$ cat src/rtl/lcd_ctrl.sv
// -----------------------------------------------------------------------------
// lcd_ctrl
// HD44780-compatible character-LCD write controller. Each accepted byte is
// driven onto RS/DATA, held for SETUP_CYC cycles, strobed with EN for
// EN_HIGH_CYC cycles, then followed by an execution wait (CLEAR_CYC for the
// slow clear/home instructions, EXEC_CYC otherwise) before the next request is
// accepted. The panel is write-only, so RW is tied low.
//
// Optional build macro: LCD_INIT_EN
//   When defined, the controller waits POWERON_CYC cycles after reset and then
//   issues the instruction bytes 38h, 0Ch, 01h, 06h on its own before it
//   starts accepting requests. When undefined, firmware does the panel setup.
//
// Ports:
//   clk_i        system clock, rising edge
//   rst_ni       asynchronous active-low reset
//   cmd_valid_i  request valid
//   cmd_rs_i     0 = instruction register, 1 = data register
//   cmd_data_i   byte to write
//   cmd_ready_o  controller can accept a request
//   lcd_on_o     panel power/backlight enable
//   lcd_en_o     LCD EN strobe
//   lcd_rs_o     LCD RS
//   lcd_rw_o     LCD RW, always 0
//   lcd_data_o   LCD DB[7:0]
// -----------------------------------------------------------------------------
module lcd_ctrl #(
    parameter int unsigned SETUP_CYC   = 2,
    parameter int unsigned EN_HIGH_CYC = 12,
    parameter int unsigned EXEC_CYC    = 2000,
    parameter int unsigned CLEAR_CYC   = 82000,
    parameter int unsigned POWERON_CYC = 750000
) (
    input  logic       clk_i,
    input  logic       rst_ni,
    input  logic       cmd_valid_i,
    input  logic       cmd_rs_i,
    input  logic [7:0] cmd_data_i,
    output logic       cmd_ready_o,
    output logic       lcd_on_o,
    output logic       lcd_en_o,
    output logic       lcd_rs_o,
    output logic       lcd_rw_o,
    output logic [7:0] lcd_data_o
);

    localparam int unsigned MAX_AB  = (SETUP_CYC > EN_HIGH_CYC) ? SETUP_CYC : EN_HIGH_CYC;
    localparam int unsigned MAX_CD  = (EXEC_CYC > CLEAR_CYC) ? EXEC_CYC : CLEAR_CYC;
    localparam int unsigned MAX_ABC = (MAX_AB > MAX_CD) ? MAX_AB : MAX_CD;
    localparam int unsigned MAX_CYC = (MAX_ABC > POWERON_CYC) ? MAX_ABC : POWERON_CYC;
    localparam int unsigned CNT_W   = $clog2(MAX_CYC) + 1;

    // Counter reload values: each phase lasts N cycles, so it counts N-1 .. 0.
    localparam logic [CNT_W-1:0] LD_SETUP = CNT_W'(SETUP_CYC - 32'd1);
    localparam logic [CNT_W-1:0] LD_EN    = CNT_W'(EN_HIGH_CYC - 32'd1);
    localparam logic [CNT_W-1:0] LD_EXEC  = CNT_W'(EXEC_CYC - 32'd1);
    localparam logic [CNT_W-1:0] LD_CLEAR = CNT_W'(CLEAR_CYC - 32'd1);
    localparam logic [CNT_W-1:0] CNT_ZERO = {CNT_W{1'b0}};
    localparam logic [CNT_W-1:0] CNT_ONE  = CNT_W'(32'd1);

    typedef enum logic [2:0] {
        PWR_WAIT = 3'd0,
        INIT     = 3'd1,
        IDLE     = 3'd2,
        SETUP    = 3'd3,
        PULSE    = 3'd4,
        EXEC     = 3'd5
    } state_t;

`ifdef LCD_INIT_EN
    localparam state_t           RST_STATE = PWR_WAIT;
    localparam logic [CNT_W-1:0] CNT_RST   = CNT_W'(POWERON_CYC - 32'd1);
`else
    localparam state_t           RST_STATE = IDLE;
    localparam logic [CNT_W-1:0] CNT_RST   = CNT_ZERO;
`endif

    // Clear display (01h) and return home (02h/03h) need the long wait.
    function automatic logic is_slow_cmd(input logic rs, input logic [7:0] data);
        return (rs == 1'b0) &&
               ((data == 8'h01) || (data == 8'h02) || (data == 8'h03));
    endfunction

`ifdef LCD_INIT_EN
    // Power-on sequence: 8-bit bus/2 lines, display on, clear, entry mode.
    function automatic logic [7:0] init_byte(input logic [1:0] idx);
        logic [7:0] b;
        case (idx)
            2'd0:    b = 8'h38;
            2'd1:    b = 8'h0C;
            2'd2:    b = 8'h01;
            2'd3:    b = 8'h06;
            default: b = 8'h38;
        endcase
        return b;
    endfunction
`endif

    state_t           state_r;
    logic [CNT_W-1:0] cnt_r;
    logic [CNT_W-1:0] exec_load_s;
    logic             ready_r;
    logic             on_r;
    logic             en_r;
    logic             rs_r;
    logic [7:0]       data_r;
`ifdef LCD_INIT_EN
    logic [1:0]       init_idx_r;
    logic             init_busy_r;
`endif

    // Execution wait length chosen from the byte currently on the bus.
    always_comb begin
        exec_load_s = LD_EXEC;
        if (is_slow_cmd(rs_r, data_r)) begin
            exec_load_s = LD_CLEAR;
        end else begin
            exec_load_s = LD_EXEC;
        end
    end

    // Transfer sequencer: one down-counter reloaded on every state entry.
    always_ff @(posedge clk_i or negedge rst_ni) begin
        if (!rst_ni) begin
            state_r     <= RST_STATE;
            cnt_r       <= CNT_RST;
            ready_r     <= 1'b0;
            on_r        <= 1'b0;
            en_r        <= 1'b0;
            rs_r        <= 1'b0;
            data_r      <= 8'h00;
`ifdef LCD_INIT_EN
            init_idx_r  <= 2'd0;
            init_busy_r <= 1'b1;
`endif
        end else begin
            on_r <= 1'b1;
            case (state_r)
`ifdef LCD_INIT_EN
                PWR_WAIT: begin
                    if (cnt_r == CNT_ZERO) begin
                        state_r <= INIT;
                    end else begin
                        cnt_r <= cnt_r - CNT_ONE;
                    end
                end
                INIT: begin
                    rs_r    <= 1'b0;
                    data_r  <= init_byte(init_idx_r);
                    cnt_r   <= LD_SETUP;
                    state_r <= SETUP;
                end
`endif
                IDLE: begin
                    // ready_r is part of the handshake, so the first IDLE
                    // cycle after reset only raises ready.
                    if (cmd_valid_i && ready_r) begin
                        rs_r    <= cmd_rs_i;
                        data_r  <= cmd_data_i;
                        ready_r <= 1'b0;
                        cnt_r   <= LD_SETUP;
                        state_r <= SETUP;
                    end else begin
                        ready_r <= 1'b1;
                    end
                end
                SETUP: begin
                    if (cnt_r == CNT_ZERO) begin
                        en_r    <= 1'b1;
                        cnt_r   <= LD_EN;
                        state_r <= PULSE;
                    end else begin
                        cnt_r <= cnt_r - CNT_ONE;
                    end
                end
                PULSE: begin
                    if (cnt_r == CNT_ZERO) begin
                        en_r    <= 1'b0;
                        cnt_r   <= exec_load_s;
                        state_r <= EXEC;
                    end else begin
                        cnt_r <= cnt_r - CNT_ONE;
                    end
                end
                EXEC: begin
                    if (cnt_r == CNT_ZERO) begin
                        cnt_r <= CNT_ZERO;
`ifdef LCD_INIT_EN
                        if (init_busy_r) begin
                            if (init_idx_r == 2'd3) begin
                                init_busy_r <= 1'b0;
                                ready_r     <= 1'b1;
                                state_r     <= IDLE;
                            end else begin
                                init_idx_r <= init_idx_r + 2'd1;
                                state_r    <= INIT;
                            end
                        end else begin
                            ready_r <= 1'b1;
                            state_r <= IDLE;
                        end
`else
                        ready_r <= 1'b1;
                        state_r <= IDLE;
`endif
                    end else begin
                        cnt_r <= cnt_r - CNT_ONE;
                    end
                end
                default: begin
                    // Unreachable encodings: park safely with EN low.
                    en_r    <= 1'b0;
                    ready_r <= 1'b0;
                    cnt_r   <= CNT_ZERO;
                    state_r <= IDLE;
                end
            endcase
        end
    end

    assign cmd_ready_o = ready_r;
    assign lcd_on_o    = on_r;
    assign lcd_en_o    = en_r;
    assign lcd_rs_o    = rs_r;
    assign lcd_rw_o    = 1'b0;
    assign lcd_data_o  = data_r;

endmodule

$ cat config.mk
export PLATFORM = sky130hd
export DESIGN_NAME = lcd_ctrl
export DESIGN_NICKNAME = d
export VERILOG_FILES = /design/src/rtl/lcd_ctrl.sv
export SDC_FILE = /design/constraint.sdc
export NUM_CORES = 1
export LEC_CHECK = 0
export ABC_AREA = 1
export CAP_MARGIN = 20
export CORE_AREA = 3 3 85 87
export DETAILED_ROUTE_END_ITERATION = 7
export DIE_AREA = 0 0 88 90
export PLACE_DENSITY = 0.56
export SKIP_LAST_GASP = 1
export SYNTH_ARGS = -nofsm -noshare
export SYNTH_HDL_FRONTEND = slang
export SYNTH_SLANG_ARGS = --single-unit
$ cat constraint.sdc
create_clock -name clk_i -period 1.8 [get_ports clk_i]
set_input_delay 0.36 -clock clk_i [delete_from_list [all_inputs] [get_ports clk_i]]
set_output_delay 0.36 -clock clk_i [all_outputs]
set_load 0.01 [all_outputs]
# Word level (Yosys, flattened, before mapping)
# Cells that the tools add are included.
# W data, S select, Z words.
dict set report op_classes {
  n_addsub 1
  n_mul 0
  div 0
  order_cmp 0
  n_eq_ne 11
  shift 0
  n_mux 16
  bitwise_logic 3
  reduce_logical 11
}
# cell n
set op_table {}
lappend op_table {{$mux W21} 4}
lappend op_table {{$pmux W21 S4} 1}
lappend op_table {{$logic_not A21 Y1} 1}
lappend op_table {{$sub A21 B1 Y21 const B} 1}
lappend op_table {{$mux W17} 1}
lappend op_table {{$eq A8 B2 Y1 const B} 2}
lappend op_table {{$mux W3} 4}
lappend op_table {{$pmux W3 S4} 1}
lappend op_table {{$eq A8 B1 Y1 const B} 1}
lappend op_table {{$ne A2 B2 Y1 const B} 4}
lappend op_table {{$eq A3 B2 Y1 const B} 2}
lappend op_table {{$eq A3 B3 Y1 const B} 2}
lappend op_table {{$pmux W1 S3} 2}
lappend op_table {{$reduce_and A2 Y1} 2}
lappend op_table {{$reduce_and A4 Y1} 1}
lappend op_table {{$reduce_or A2 Y1} 2}
lappend op_table {{$mux W1} 3}
lappend op_table {{$not A1 Y1} 3}
lappend op_table {{$reduce_and A3 Y1} 1}
lappend op_table {{$logic_and A1 B1 Y1} 2}
lappend op_table {{$logic_or A1 B1 Y1} 2}
dict set report word_totals {
  reg_bits 36
  latch_bits 0
  ramBits 0
  mem_bits_ro 0
  input_bits 12
  output_inout_bits 13
  elab_cells 49
  memories 0
}

# Depth between registers and ports, before layout
dict set report depth {
  ltp_word 7
  ltp_mapped 10
  depth_no_buf 10
}

# Worst setup path after synthesis
# No wires, ideal clock.
dict set report synth_timing {
  kind {register to register}
  from {register cnt_r[0]}
  to {register cnt_r[8]}
  setup_time_ns 0.065
  t_arrival_ns 1.345
  required_ns 1.735
  path_slack_ns 0.391
  stages_incl_launch_ff 11
  path_buffers 0
  synth_period_minus_slack_ns 1.409
  cell_sequence {dfrtp_1 > inv_1 > ha_1 > nand2_1 > nor2_4 > nand2_1 > nor2_4 > nand3_1 > nand2_1 > nand2_1 > nand2_1}
}
dict set report synth_between {
  elab_chain_len 3
  elab_cells_between_ends 6
  classes_between {add/sub (1); mux (4); reduce/logical (1)}
}
# item line
set synth_lines {}
lappend synth_lines {{start, declared} 100} ;# logic [CNT_W-1:0] cnt_r;
lappend synth_lines {{start signal, assigned} 173} ;# cnt_r <= cnt_r - CNT_ONE;
lappend synth_lines {{start signal, assigned} 179} ;# cnt_r <= exec_load_s;
lappend synth_lines {{start signal, assigned} 182} ;# cnt_r <= cnt_r - CNT_ONE;
lappend synth_lines {{$sub A21 B1 Y21 or $logic_not A21 Y1 (tied branches)} --}
lappend synth_lines {{$mux W21 (on tied branches)} {186, 168, 177}}
lappend synth_lines {{$pmux W21 S4 (*)} 138} ;# case (state_r)
# Every way passes the cells marked *; elsewhere a longest branch is shown, timed or not.
# A chain may end at the register's enable or synchronous reset.

# Worst setup path in the final report
# Ends and elaborated chain as after synthesis.

==> impl_metrics.csv <==
group,metric,value,unit
setup_path,crit_path_end_kind,"flip-flop",
global_route,grt_pass1_wl,8.66,mm
setup_path,timing.rr.end,"cnt_r[8]$_DFFE_PN0N_",
route,wirelength,5.05,mm
cts,insertion_delay,0.29,ns
finish,final_common_cell,"nand2_1",
floorplanning,die_x,88,um
worst_hold_path,hold_path_class,"reg2reg",
floorplanning,die-area,0.00792,mm^2
finish,multi_input_area,0.00123,mm^2
global_route,grt_usage,13.7,%
timing,fin_setup_tns,0,ns
place,placed_cells,385,
timing,clock-skew-final,0.00373,ns
power,power_leakage,1.34,nW
global_route,grt_pass1_vias,1758,
cts,cts_resized,0,
route,vias,1830,
cts,cts_sinks,36,
finish,mostFrequentLayoutCells,"82 x nand2_1, 35 x nor2_1, 35 x dfrtp_1",
cts,cts.htree.levels,2,
global_route,antenna_found_initial,0,
cts,cts_hold_buf,1,
route,drt_iter0_drc,115,
worst_hold_path,hold_start,"lcd_en_o$_DFFE_PN0P_",
route,drc_errors,0,
timing,fin_crit_sh,90.6,%
logic_synthesis,ys_seq_area_share,39.7,%
timing,fmax,0.613,GHz
outcome,outcome,"finished clean",
setup_path,critical_path_class,"reg2reg",
finish,regArea,902,um^2
timing,slew_viol_final,0,
setup_path,crit_path_start_kind,"flip-flop",
floorplanning,num_rows,29,
worst_hold_path,hold_end,"lcd_en_o$_DFFE_PN0P_",
floorplanning,start_util,35.4,%
timing,setup_viol,0,
timing,hold_violations,0,
global_route,overflow,0,
flow_run,cap_violations,0,
setup_path,rr_worst_depth,10,
timing,grt_setup_unrepaired,"false",
logic_synthesis,avgSynthCellArea,7.94,um^2
power,power,0.00563,W
power,ir_drop,0.627,mV
floorplanning,fp.dieH,90,um
logic_synthesis,syn_inst,286,
logic_synthesis,syn_area,0.00227,mm^2
cts,cts_inserted_buffers,5,
setup_path,cp.arrival,1.87,ns
cts,clk_path_buf_depth,2,
cts,cts_setup_buffers,0,
place,place_hpwl,3.88,mm
logic_synthesis,synth_nets,300,
finish,final_cells,394,
setup_path,crit_fanout,4,
logic_synthesis,ys_types,34,
place,gp_congestion,0.831,
finish,fillers,608,
finish,final_nets,330,
logic_synthesis,ys_warn_count,0,
finish,drive_gt1_share,19.9,%
floorplanning,core-area,0.00642,mm^2
timing,min_period,1.63,ns
route,drtPass1Iterations,4,
worst_hold_path,holdPathStages,2,
global_route,grt_start_max_net_pins,22,
setup_path,r2r_start,"cnt_r[0]$_DFFE_PN0N_",
setup_path,worstPathRequired,2.04,ns
cts,cts_tree,"done",
finish,antenna_cells,0,
cts,clock-root-buffer,"clkbuf_8",
floorplanning,ios,25,
logic_synthesis,synth_seq_cells,36,
finish,synthToLayoutAreaGrowth,19.7,%
place,io_buffers,23,
cts,clk_pin_slew_worst_paths,0.07,ns
setup_path,rrSetupSlack,0.17,ns
route,wire_per_inst,12.8,um
route,vias_per_cell,4.64,
route,ant_nets,0,
power,powerDensity,2070,mW/mm^2
-- critical path, stage by stage, from the launching register on --
cell	delay, ns
dfrtp_1	0.39
inv_1	0.12
ha_1	0.19
nand2_1	0.09
nor2_4	0.15
nand2_1	0.10
nor2_4	0.17
nand3_1	0.16
nand2_1	0.09
nand2_1	0.05
nand2_1	0.07
-- logic make-up after synthesis --
group                    synth area share, %
other                                  0.331
adder cells (fa/ha/maj)                 1.10
XOR/XNOR                                4.24
AO/OA/AOI/OAI                           6.06
flip-flops                              39.7
multiplexers                            2.97
AND/OR/NAND/NOR                         39.4
buffers and inverters                   6.17
-- per-stage QoR --
stage	utilization (%)	hold slack [ns]	worst slack [ns]	instance area [um^2]
finish	42.3	0.484	0.170	2720
global route	42.3	0.538	0.0127	2720
CTS	42.3	0.490	0.147	2720
detailed placement	40.4	0.321	0.111	2600
global placement	40.4	0.316	0.105	2600
floorplan	-	0.0644	0.391	2270
-- worst max path at each step --
stage,slack [ns],depth (start not counted),endpoint,startpoint
6_report,0.17,10,cnt_r[8]$_DFFE_PN0N_,cnt_r[0]$_DFFE_PN0N_
5_1_grt,0.01,10,cnt_r[16]$_DFFE_PN0N_,cnt_r[0]$_DFFE_PN0N_
4_1_cts,0.15,10,cnt_r[8]$_DFFE_PN0N_,cnt_r[0]$_DFFE_PN0N_
3_5_place_dp,0.11,8,cnt_r[19]$_DFFE_PN0N_,cmd_valid_i
3_3_place_gp,0.11,7,cnt_r[4]$_DFFE_PN0N_,cmd_valid_i
2_1_floorplan,0.39,10,cnt_r[8]$_DFFE_PN0N_,cnt_r[0]$_DFFE_PN0N_
-- power by group --
part | switching [W] | leakage, nW | internal (W)
Combinational | 0.00217 | 0.828 | 0.00131
Sequential | 0.000304 | 0.460 | 0.00113
Clock | 0.000303 | 0.0541 | 0.000410
Total | 0.00278 | 1.34 | 0.00285
-- sequential cells by signal (all words and copies together), names as in the netlist --
name,count
cmd_ready_o,1
lcd_data_o,8
lcd_en_o,1
lcd_rs_o,1
state_r,3
cnt_r,21
lcd_on_o,1
-- area by class of cell --
class | count | area share, %
Tap cell | 77 | 3.54
Sequential cell | 36 | 33.2
Inverter | 31 | 4.28
Clock inverter | 3 | 1.56
Clock buffer | 5 | 2.53
Timing Repair Buffer | 26 | 9.66
Multi-Input combinational cell | 216 | 45.2
-- per-layer routing --
layer  routed length, um  track usage (%)  up-vias
li1                    -                -      951
met1                2430             18.5      844
met2                2340             20.6       24
met3                  96             2.56       11
met4                 174             7.03        0
met5                   0                0        -
-- synthesized netlist by cell type --
| cell type | number | share of area, % |
|---|---|---|
| mux2_2 | 2 | 0.99 |
| mux2_1 | 4 | 2.0 |
| o21ai_1 | 4 | 0.88 |
| buf_6 | 1 | 0.50 |
| nand3_2 | 1 | 0.44 |
| nor2_1 | 35 | 5.8 |
| o21ai_0 | 4 | 0.88 |
| buf_2 | 1 | 0.22 |
| a31oi_1 | 1 | 0.28 |
| conb_1 | 2 | 0.33 |
| o21ai_2 | 4 | 1.5 |
| o211ai_1 | 1 | 0.33 |
| nor3_1 | 1 | 0.22 |
| nand2_1 | 82 | 14 |
| nand2_2 | 7 | 1.9 |
| a21oi_1 | 5 | 1.1 |
| xor2_1 | 7 | 2.7 |
| nand3_4 | 2 | 1.5 |
| nand2_4 | 6 | 3.0 |
| o21ai_4 | 1 | 0.72 |
| dfstp_2 | 1 | 1.2 |
| or2_0 | 2 | 0.55 |
| buf_4 | 1 | 0.33 |
| nor2_4 | 10 | 5.0 |
| ha_1 | 2 | 1.1 |
| nor2_8 | 1 | 0.88 |
| nand4_1 | 2 | 0.55 |
| inv_2 | 7 | 1.2 |
| nand3_1 | 15 | 3.3 |
| a21o_1 | 1 | 0.33 |
| dfrtp_1 | 35 | 39 |
| nor2_2 | 10 | 2.8 |
| xnor2_1 | 4 | 1.5 |
| inv_1 | 24 | 4.0 |
Note: power is estimated with default switching activity, not from simulation.
